## src/rtl/mac_bist_pkg.sv

```systemverilog
// mac_bist_pkg
// Shared definitions for the MAC BIST controller: the Galois feedback
// polynomial, the substitute seed used when a zero seed is requested,
// the controller state encoding and the single-step Galois shift helper.
package mac_bist_pkg;

    // x^32 + x^22 + x^2 + x + 1, Galois (right-shifting) form
    localparam logic [31:0] POLY         = 32'h8020_0003;
    // An all-zero LFSR would lock up, so a zero seed is replaced by this
    localparam logic [31:0] DEFAULT_SEED = 32'h0000_0001;

    typedef enum logic [1:0] {
        IDLE    = 2'd0,
        RUN     = 2'd1,
        COMPARE = 2'd2,
        DONE    = 2'd3
    } bist_state_e;

    // One Galois step: shift right, fold the polynomial back in when the
    // bit shifted out was 1.
    function automatic logic [31:0] galois_shift(input logic [31:0] s);
        logic [31:0] fb;
        fb = s[0] ? POLY : 32'h0000_0000;
        return {1'b0, s[31:1]} ^ fb;
    endfunction

endpackage

```

## src/rtl/mac_bist_ctrl_if.sv

```systemverilog
// mac_bist_ctrl_if
// Operand/result bus between the BIST controller and the MAC it tests.
//   mac_in_a   : operand a            (controller -> MAC)
//   mac_in_w   : operand w            (controller -> MAC)
//   mac_in_p   : partial-sum operand  (controller -> MAC)
//   vec_valid  : a test vector is on the bus this cycle
//   mac_result : a*w + p, combinational from mac_in_* (MAC -> controller)
// master = controller side, slave = MAC side.
interface mac_bist_ctrl_if #(
    parameter int A_WIDTH = 8,
    parameter int W_WIDTH = 8,
    parameter int P_WIDTH = 32
);
    logic [A_WIDTH-1:0] mac_in_a;
    logic [W_WIDTH-1:0] mac_in_w;
    logic [P_WIDTH-1:0] mac_in_p;
    logic               vec_valid;
    logic [P_WIDTH-1:0] mac_result;

    modport master (
        output mac_in_a,
        output mac_in_w,
        output mac_in_p,
        output vec_valid,
        input  mac_result
    );

    modport slave (
        input  mac_in_a,
        input  mac_in_w,
        input  mac_in_p,
        input  vec_valid,
        output mac_result
    );
endinterface

```

## src/rtl/bist_lfsr32.sv

```systemverilog
// bist_lfsr32
// 32-bit Galois shift register used both as a pattern generator
// (data_in tied to zero) and as a multiple-input signature register.
//   clk, rst : clock, asynchronous active-high reset (register -> 0)
//   load     : load load_val (wins over step)
//   load_val : value loaded on load
//   step     : advance one Galois step and XOR in data_in
//   data_in  : parallel data folded in on each step
//   q        : current register contents
module bist_lfsr32
    import mac_bist_pkg::*;
(
    input  logic        clk,
    input  logic        rst,
    input  logic        load,
    input  logic [31:0] load_val,
    input  logic        step,
    input  logic [31:0] data_in,
    output logic [31:0] q
);

    logic [31:0] reg_d;
    logic [31:0] reg_q;

    // Next-value selection: load, step with data fold-in, or hold
    always_comb begin
        reg_d = reg_q;
        if (load) begin
            reg_d = load_val;
        end else if (step) begin
            reg_d = galois_shift(reg_q) ^ data_in;
        end else begin
            reg_d = reg_q;
        end
    end

    // Register with asynchronous reset to zero
    always_ff @(posedge clk or posedge rst) begin
        if (rst) begin
            reg_q <= 32'h0000_0000;
        end else begin
            reg_q <= reg_d;
        end
    end

    assign q = reg_q;

endmodule

```

## src/rtl/mac_bist_ctrl.sv

```systemverilog
// mac_bist_ctrl
// BIST controller for one combinational signed MAC (a*w + p). On start it
// seeds an LFSR, drives NUM_PATTERNS pseudo-random vectors (one per cycle)
// straight from the LFSR bits, folds every MAC result into a MISR and
// finally compares the MISR against expected_sig.
//   clk, rst     : clock, asynchronous active-high reset
//   start        : run request, honoured only in IDLE or DONE
//   abort        : back to IDLE from anywhere, done stays low
//   seed         : LFSR seed latched on start (0 replaced by DEFAULT_SEED)
//   expected_sig : golden signature, sampled in COMPARE
//   mac_bus      : operand/result bus to the MAC (master side)
//   busy         : high in RUN and COMPARE
//   done         : high in DONE
//   pass         : signature matched (meaningful while done)
//   signature    : current MISR value
module mac_bist_ctrl
    import mac_bist_pkg::*;
#(
    parameter int A_WIDTH      = 8,
    parameter int W_WIDTH      = 8,
    parameter int P_WIDTH      = 32,
    parameter int NUM_PATTERNS = 256
) (
    input  logic                    clk,
    input  logic                    rst,
    input  logic                    start,
    input  logic                    abort,
    input  logic [31:0]             seed,
    input  logic [31:0]             expected_sig,
    mac_bist_ctrl_if.master         mac_bus,
    output logic                    busy,
    output logic                    done,
    output logic                    pass,
    output logic [31:0]             signature
);

    localparam int                 CNT_W    = $clog2(NUM_PATTERNS + 1);
    localparam logic [CNT_W-1:0]   CNT_ZERO = CNT_W'(32'd0);
    localparam logic [CNT_W-1:0]   CNT_ONE  = CNT_W'(32'd1);
    localparam logic [CNT_W-1:0]   CNT_LAST = CNT_W'(NUM_PATTERNS - 1);

    bist_state_e      state_d,     state_q;
    logic [CNT_W-1:0] count_d,     count_q;
    logic             pass_d,      pass_q;
    logic             busy_d,      busy_q;
    logic             done_d,      done_q;
    logic             vec_valid_d, vec_valid_q;

    logic        run_load_s;
    logic        run_step_s;
    logic [31:0] seed_eff_s;
    logic [31:0] lfsr_s;
    logic [31:0] misr_s;
    logic [31:0] rot_s;
    logic [31:0] mac_sext_s;

    assign seed_eff_s = (seed == 32'h0000_0000) ? DEFAULT_SEED : seed;
    // Sign-extend the MAC result so negative sums fold in full-width
    assign mac_sext_s = 32'(signed'(mac_bus.mac_result));

    bist_lfsr32 u_lfsr (
        .clk      (clk),
        .rst      (rst),
        .load     (run_load_s),
        .load_val (seed_eff_s),
        .step     (run_step_s),
        .data_in  (32'h0000_0000),
        .q        (lfsr_s)
    );

    bist_lfsr32 u_misr (
        .clk      (clk),
        .rst      (rst),
        .load     (run_load_s),
        .load_val (32'h0000_0000),
        .step     (run_step_s),
        .data_in  (mac_sext_s),
        .q        (misr_s)
    );

    // Operands are plain slices of the LFSR register so the LFSR -> MAC ->
    // MISR path has no extra logic in front of the MAC.
    assign rot_s            = {lfsr_s[15:0], lfsr_s[31:16]};
    assign mac_bus.mac_in_a = lfsr_s[A_WIDTH-1:0];
    assign mac_bus.mac_in_w = lfsr_s[A_WIDTH+W_WIDTH-1:A_WIDTH];
    assign mac_bus.mac_in_p = rot_s[P_WIDTH-1:0];

    // Next-state, counter, pass and register-control decode; abort overrides all
    always_comb begin
        state_d    = state_q;
        count_d    = count_q;
        pass_d     = pass_q;
        run_load_s = 1'b0;
        run_step_s = 1'b0;
        if (abort) begin
            state_d = IDLE;
            count_d = CNT_ZERO;
        end else begin
            case (state_q)
                IDLE, DONE: begin
                    if (start) begin
                        run_load_s = 1'b1;
                        count_d    = CNT_ZERO;
                        pass_d     = 1'b0;
                        state_d    = RUN;
                    end else begin
                        state_d    = state_q;
                    end
                end
                RUN: begin
                    // The vector on the bus this cycle is absorbed at this edge
                    run_step_s = 1'b1;
                    count_d    = count_q + CNT_ONE;
                    if (count_q == CNT_LAST) begin
                        state_d = COMPARE;
                    end else begin
                        state_d = RUN;
                    end
                end
                COMPARE: begin
                    pass_d  = (misr_s == expected_sig);
                    state_d = DONE;
                end
                default: begin
                    state_d = IDLE;
                    count_d = CNT_ZERO;
                end
            endcase
        end
    end

    // Status outputs are registered from the next state so they line up with it
    always_comb begin
        busy_d      = (state_d == RUN) || (state_d == COMPARE);
        done_d      = (state_d == DONE);
        vec_valid_d = (state_d == RUN);
    end

    // State, counter and output registers
    always_ff @(posedge clk or posedge rst) begin
        if (rst) begin
            state_q     <= IDLE;
            count_q     <= CNT_ZERO;
            pass_q      <= 1'b0;
            busy_q      <= 1'b0;
            done_q      <= 1'b0;
            vec_valid_q <= 1'b0;
        end else begin
            state_q     <= state_d;
            count_q     <= count_d;
            pass_q      <= pass_d;
            busy_q      <= busy_d;
            done_q      <= done_d;
            vec_valid_q <= vec_valid_d;
        end
    end

    assign mac_bus.vec_valid = vec_valid_q;
    assign busy              = busy_q;
    assign done              = done_q;
    assign pass              = pass_q;
    assign signature         = misr_s;

endmodule

```

## src/flat_wrapper.sv

```systemverilog
// flat-port wrapper written by rule: the top's interface ports become plain ports
module mac_bist_ctrl_flat import mac_bist_pkg::*;
#(
    parameter int A_WIDTH      = 8,
    parameter int W_WIDTH      = 8,
    parameter int P_WIDTH      = 32,
    parameter int NUM_PATTERNS = 256
)
  (clk, rst, start, abort, seed, expected_sig, busy, done, pass, signature, mac_bus_mac_in_a, mac_bus_mac_in_w, mac_bus_mac_in_p, mac_bus_vec_valid, mac_bus_mac_result);
  mac_bist_ctrl_if #(.A_WIDTH(A_WIDTH), .W_WIDTH(W_WIDTH), .P_WIDTH(P_WIDTH)) mac_bus_i ();
  input  logic clk;
  input  logic rst;
  input  logic start;
  input  logic abort;
  input  logic [31:0] seed;
  input  logic [31:0] expected_sig;
  output logic busy;
  output logic done;
  output logic pass;
  output logic [31:0] signature;
  output wire logic [$bits(mac_bus_i.mac_in_a)-1:0] mac_bus_mac_in_a;
  output wire logic [$bits(mac_bus_i.mac_in_w)-1:0] mac_bus_mac_in_w;
  output wire logic [$bits(mac_bus_i.mac_in_p)-1:0] mac_bus_mac_in_p;
  output wire logic [$bits(mac_bus_i.vec_valid)-1:0] mac_bus_vec_valid;
  input wire logic [$bits(mac_bus_i.mac_result)-1:0] mac_bus_mac_result;
  assign mac_bus_mac_in_a = mac_bus_i.mac_in_a;
  assign mac_bus_mac_in_w = mac_bus_i.mac_in_w;
  assign mac_bus_mac_in_p = mac_bus_i.mac_in_p;
  assign mac_bus_vec_valid = mac_bus_i.vec_valid;
  assign mac_bus_i.mac_result = mac_bus_mac_result;
  mac_bist_ctrl #(.A_WIDTH(A_WIDTH), .W_WIDTH(W_WIDTH), .P_WIDTH(P_WIDTH), .NUM_PATTERNS(NUM_PATTERNS)) u_core (.clk(clk), .rst(rst), .start(start), .abort(abort), .seed(seed), .expected_sig(expected_sig), .mac_bus(mac_bus_i), .busy(busy), .done(done), .pass(pass), .signature(signature));
endmodule
```

## config.mk

```make
export PLATFORM = sky130hd
export DESIGN_NAME = mac_bist_ctrl_flat
export DESIGN_NICKNAME = d
export VERILOG_FILES = /design/src/rtl/mac_bist_pkg.sv /design/src/rtl/mac_bist_ctrl_if.sv /design/src/rtl/bist_lfsr32.sv /design/src/rtl/mac_bist_ctrl.sv /design/src/flat_wrapper.sv
export SDC_FILE = /design/constraint.sdc
export NUM_CORES = 1
export LEC_CHECK = 0
export BUFFER_PORTS_ARGS = -buffer_cell sky130_fd_sc_hd__buf_2
export CORE_MARGIN = 10
export CORE_UTILIZATION = 30
export CTS_CLUSTER_DIAMETER = 200
export DETAILED_ROUTE_END_ITERATION = 12
export PLACE_DENSITY_LB_ADDON = 0.15
export SETUP_SLACK_MARGIN = 0.1
export SLEW_MARGIN = 20
export SYNTH_ARGS = -nofsm -noshare
export SYNTH_HDL_FRONTEND = slang
export SYNTH_SLANG_ARGS = --single-unit
```

## constraint.sdc

```tcl
create_clock -name clk -period 2.9 [get_ports clk]
set_input_delay 0.29 -clock clk [delete_from_list [all_inputs] [get_ports clk]]
set_output_delay 0.29 -clock clk [all_outputs]
set_load 0.005 [all_outputs]
```

# Word-level counts from Yosys, hierarchy flattened
# Index checks and enable logic that the tools add are counted.
[op_classes]
n_addsub = 1
eq_ne = 10
n_mux = 21
bitwise_logic = 4
reduce_logical = 9
[op_table]
columns = ["cell", "count"]
rows = [
  ["32-bit 2-to-1 mux", 7],
  ["31-bit by 32-bit bitwise XOR with 32-bit output", 2],
  ["32-bit equality test", 1],
  ["32-bit zero test", 1],
  ["32-bit bitwise XOR", 1],
  ["9-bit 2-to-1 mux", 2],
  ["9-bit one-hot mux with 2 select lines", 1],
  ["9-bit by 1-bit adder with 9-bit output, second input constant", 1],
  ["9-bit by 8-bit equality test with 1-bit output, second input constant", 1],
  ["2-bit equality test, second input constant", 4],
  ["1-bit 2-to-1 mux", 6],
  ["2-bit 2-to-1 mux", 3],
  ["2-bit one-hot mux with 3 select lines", 1],
  ["2-bit by 1-bit equality test with 1-bit output, second input constant", 2],
  ["2-bit nonzero test", 2],
  ["3-bit inequality test, second input constant", 1],
  ["3-bit AND reduction", 1],
  ["3-bit nonzero test", 1],
  ["2-bit zero test", 1],
  ["2-bit inequality test, second input constant", 1],
  ["1-bit one-hot mux with 2 select lines", 1],
  ["2-bit AND reduction", 1],
  ["2-bit OR reduction", 1],
  ["1-bit logical OR", 1],
  ["1-bit NOT", 1],
]
[totals]
ff_bits = 79
inputBits = 100
output_inout_bits = 84
elab_cells = 53

# Longest topological paths before layout
[logic_depth]
depth_word = 6
mapped_depth = 10
depth_no_buf = 10

# Modules after synthesis
# A second synthesis with hierarchy kept.
[unflattened]
cells_unflattened = 538
area_unflattened_um2 = 5107.4
[by_module_without_submodules]
columns = ["mod", "instances", "cells_each", "area_each_um2", "seq_area_each_um2"]
rows = [
  ["bist_lfsr32", 2, 178, 1831.8, 800.8],
  ["mac_bist_ctrl", 1, 182, 1443.9, 375.4],
]

# Worst setup path after synthesis
# OpenSTA, ideal clock, no wires.
[synth_timing]
path_kind = "reg2reg"
start = "reg u_core.count_q[0]"
end = "reg u_core.busy_q (netlist: u_core.busy)"
setup_time_ns = 0.113
arrival_ns = 1.716
t_required_ns = 2.787
path_slack_ns = 1.071
path_stages_with_launch = 11
n_path_buf = 0
synth_period_minus_slack_ns = 1.829
cell_sequence = "dfrtp_1 ha_1 nand2_1 nor2_1 and3_1 ha_1 nor2b_1 o32ai_1 nor2_1 ha_1 inv_1"
[synth_between]
elab_chain_len = 6
elab_cells_between_ends = 7
cone_classes = "eq/ne (3); mux (3); reduce/logical (1)"
[synth_rtl]
columns = ["item", "line", "text"]
rows = [
  ["start, declared", "mac_bist_ctrl.sv:43", "logic [CNT_W-1:0] count_d, count_q;"],
  ["start signal, assigned", "mac_bist_ctrl.sv:150", "count_q <= count_d;"],
  ["9-bit by 8-bit equality test with 1-bit output (*)", "mac_bist_ctrl.sv:114", "if (count_q == CNT_LAST) begin"],
  ["2-bit 2-to-1 mux (*)", "mac_bist_ctrl.sv:114", ""],
  ["2-bit one-hot mux with 3 select lines (*)", "mac_bist_ctrl.sv:99", "case (state_q)"],
  ["2-bit 2-to-1 mux (*)", "mac_bist_ctrl.sv:95", "if (abort) begin"],
  ["net u_core.state_d[0]", "mac_bist_ctrl.sv:42", "bist_state_e state_d, state_q;"],
  ["2-bit by 1-bit equality test with 1-bit output or 2-bit equality test (tied branches)", "mac_bist_ctrl.sv:134", "busy_d = (state_d == RUN) || (state_d == COMPARE);"],
  ["1-bit logical OR (*)", "mac_bist_ctrl.sv:134", ""],
  ["net u_core.busy_d", "mac_bist_ctrl.sv:45", "logic busy_d, busy_q;"],
  ["end signal, assigned", "mac_bist_ctrl.sv:152", "busy_q <= busy_d;"],
  ["end, declared", "mac_bist_ctrl.sv:45", ""],
]
# Mark *: on every way through the listed nets, which the timed path passes. The rest lies on a longest branch.
# A chain may end at the register's enable or synchronous reset.

# Final worst setup path
[layout_timing]
start = "reg u_core.state_q[0]"
end = "reg u_core.u_lfsr.reg_q[28] (netlist: u_core.u_lfsr.q[28])"
[layout_between]
elab_chain_len = 5
elab_cells_between_ends = 10
cone_classes = "eq/ne (2); mux (5); reduce/logical (3)"
[layout_rtl]
columns = ["item", "line", "text"]
rows = [
  ["start, declared", "mac_bist_ctrl.sv:42", ""],
  ["start signal, assigned", "mac_bist_ctrl.sv:149", "state_q <= state_d;"],
  ["2-bit equality test or 2-bit zero test (tied branches)", "mac_bist_ctrl.sv:99", ""],
  ["2-bit OR reduction", "mac_bist_ctrl.sv:99", ""],
  ["1-bit 2-to-1 mux", "mac_bist_ctrl.sv:99", ""],
  ["1-bit 2-to-1 mux", "mac_bist_ctrl.sv:95", ""],
  ["32-bit 2-to-1 mux or 2-bit nonzero test (tied branches)", "n/a", ""],
  ["end signal, assigned", "bist_lfsr32.sv:42", "reg_q <= reg_d;"],
  ["end, declared", "bist_lfsr32.sv:23", "logic [31:0] reg_q;"],
]
# Parallel ways exist; a longest one is shown, timed or not.

==> impl_metrics.csv <==
group,metric,value,unit
status,status,"completed",
route,via_per_inst,4.68,
logic_synthesis,yosysSeqAreaShare,46.9,%
worst_setup_path,path_cells,"inv_1, ha_1, nand3_2, buf_4, nor2_1, a31oi_1",
logic_synthesis,synth.most_common_cell,"nand2_1",
pwr,power_density,979,mW/mm²
clocking,cts_made_buffers,9,
route,drtIter0Drc,174,
timing,fmax,475,MHz
clocking,postCtsHoldBufs,0,
grt,grt.total_usage,14.3,%
logic_synthesis,yosys_most_used_dff,"dfrtp_1",
logic_synthesis,synth_top_area_share,46.9,%
worst_setup_path,cp_num_buf_inv,2,
logic_synthesis,yosys-top-cells-area,"dfrtp_1 47%, xnor2_1 11%, nand2_1 9.1%, o21ai_0 5.3%, nor2_1 4.2%",
logic_synthesis,synthesis.nets,583,
logic_synthesis,syn_inst,477,
final_layout,area_growth_syn_to_layout,30.0,%
route,wl,14.0,mm
pwr,ir_drop,0.000393,V
worst_setup_path,slowest_stage,"nand3_2",
worst_setup_path,critPathMaxFanout,30,
clocking,ctsLongestPathBuffers,2,
die,core,0.0138,mm²
timing,finalSetupViolations,0,
clocking,cts_setup_buffers,0,
worst_setup_path,reg2reg_depth,6,
final_layout,drive_gt1_share,32.2,%
placed_design,io_buffers,183,
worst_setup_path,crit_cells,6,
timing,fin_skew,0.0100,ns
die,fp.dieW,138,µm
logic_synthesis,synthArstFlopShare,100,%
die,die_y,138,µm
clocking,clk_pin_slew_worst_paths,0.06,ns
route,first_pass_iters,4,
logic_synthesis,syn_area_per_cell,8.83,µm²
timing,post-route-min-period,2.11,ns
clocking,cts_repair_resize_count,0,
die,start_util,30.5,%
worst_setup_path,end_kind,"flop",
grt,antenna_found_initial,0,
timing,finalCritPeriodShare,72.7,%
logic_synthesis,yosys_warnings,0,
clocking,cts.sinks,79,
die,fp.dieArea,0.0192,mm²
timing,slew_headroom,51.0,%
clocking,clock_latency,0.35,ns
grt,grt_pass1_vias,3966,
clocking,h-tree-depth,3,
route,vias,3850,
logic_synthesis,synth_commonest_cells,"102 x nand2_1, 79 x dfrtp_1, 54 x xnor2_1",
final_layout,fin_nets,743,
worst_setup_path,crit_family,"simple AND/OR/NAND/NOR gates",
logic_synthesis,synth_cell_types,32,
timing,slew_violations,0,
timing,hold-worst-slack,0.0182,ns
logic_synthesis,ys_ff_latch,79,
flow_run,drv_cap,0,
grt,grt_max_degree,44,
clocking,cts_tree,"done",
placed_design,place_hpwl,10.9,mm
logic_synthesis,synth_area,0.00421,mm²
final_layout,fin_cells,822,
worst_hold_path,hold_path.class,"in -> async",
clocking,cts-root-buf,"clkbuf_16",
route,wl_per_cell,17.1,µm
logic_synthesis,yosysTopAreaCell,"dfrtp_1",
worst_setup_path,start_kind,"flop",
route,antenna_left,0,
final_layout,num_antenna_cells,0,
placed_design,place_congestion,0.805,
die,rows,43,
timing,worstMarginPinSlew,0.733,ns
placed_design,post-place-cells,806,
timing,rsz0062_at_grt,"false",
timing,finalHoldViolCount,0,
worst_setup_path,critPathKind,"reg -> reg",
worst_setup_path,cpPeakStageDelay,0.51,ns
logic_synthesis,synth_edf_count,0,
worst_setup_path,cp.required,3.10,ns
pwr,p_leak,2.65,nW
route,remaining_drc_errors,0,
grt,overflow,0,
timing,setup_tns,0,ns
die,io_pins,184,
grt,grt_pass1_wl,22.3,mm
worst_setup_path,arrival,2.31,ns
## metrics by stage
stage / util (%) / worst slack (ns) / area [µm²] / total power [mW]
2_1_floorplan: - / 0.587 / 4210 / 3.42
3_3_place_gp: 37.5 / 0.844 / 5190 / 4.29
3_5_place_dp: 37.5 / 0.799 / 5190 / 4.33
4_1_cts: 39.6 / 0.785 / 5480 / 5.47
5_1_grt: 39.6 / 0.580 / 5480 / 5.83
6_report: 39.6 / 0.793 / 5480 / 5.36
## area by class of cell
type,count,area [µm²]
multi-input combinational,350,1980
clock inverter,2,13.8
sequential,79,1980
clock buffer,14,274
inverter,8,31.3
tap,180,225
timing repair buffer,189,973
fill,1429,8350
## metal layers
metal / track usage (%) / wire, µm / up-vias
li1: - / - / 1899
met1: 17.0 / 5990 / 1824
met4: 4.77 / 207 / 0
met2: 23.8 / 6910 / 113
met3: 4.69 / 905 / 14
met5: 0 / 0 / -
## where the power goes
group          switching, mW  total [mW]  internal, mW
clock network          0.458        1.11         0.651
logic                   1.12        2.16          1.04
registers              0.542        2.09          1.55
## worst reg2reg max path, stage by stage, from the launching register on
cell and delay [ns]:
dfrtp_1 0.38, inv_1 0.06, ha_1 0.42, nand3_2 0.51, buf_4 0.44, nor2_1 0.12, a31oi_1 0.05
## cells in the final DEF (no fill, tap or decap), types with 3 or more instances in the layout
cell         n
o21ai_0     45
a21oi_1      6
ha_1         6
xnor2_1     54
dfrtp_1     79
nor3_1       7
inv_1        7
clkbuf_8     3
nand4_1      8
clkbuf_16    9
xor2_1      17
nand3_1      3
nand2_1    102
nor4_1      12
a31oi_1     27
nor2_1      47
buf_4        5
buf_2      183
## sequential cells by signal, indices dropped and copies added, names as in the netlist
signal	cells
u_core.mac_bus.vec_valid	1
u_core.done	1
u_core.state_q	2
u_core.busy	1
u_core.pass	1
u_core.u_lfsr.q	32
u_core.u_misr.q	32
u_core.count_q	9
## cells by family after synthesis
group                      count (synthesis)  synth area share [%]
and+or+nand+nor                          189                  18.9
AOI/OAI and AO/OA                         83                  11.1
DFF                                       79                  46.9
xor gates and xnor gates                  71                  14.8
buffers and inverters                     48                  6.21
adders and majority gates                  6                  1.78
muxes                                      1                 0.327
## final timing paths
check,slack (ns),from,to
min reg2reg,0.51,u_core.pass,u_core.pass
max reg2reg,0.79,u_core.state_q[0],u_core.u_lfsr.q[28]
max in group asynchronous,2.22,rst,u_core.count_q[0]
min in group clk,0.18,seed[21],u_core.u_lfsr.q[21]
max,0.79,u_core.state_q[0],u_core.u_lfsr.q[28]
min,0.02,rst,u_core.u_misr.q[23]
No activity file was read; power rests on OpenSTA's default activity.
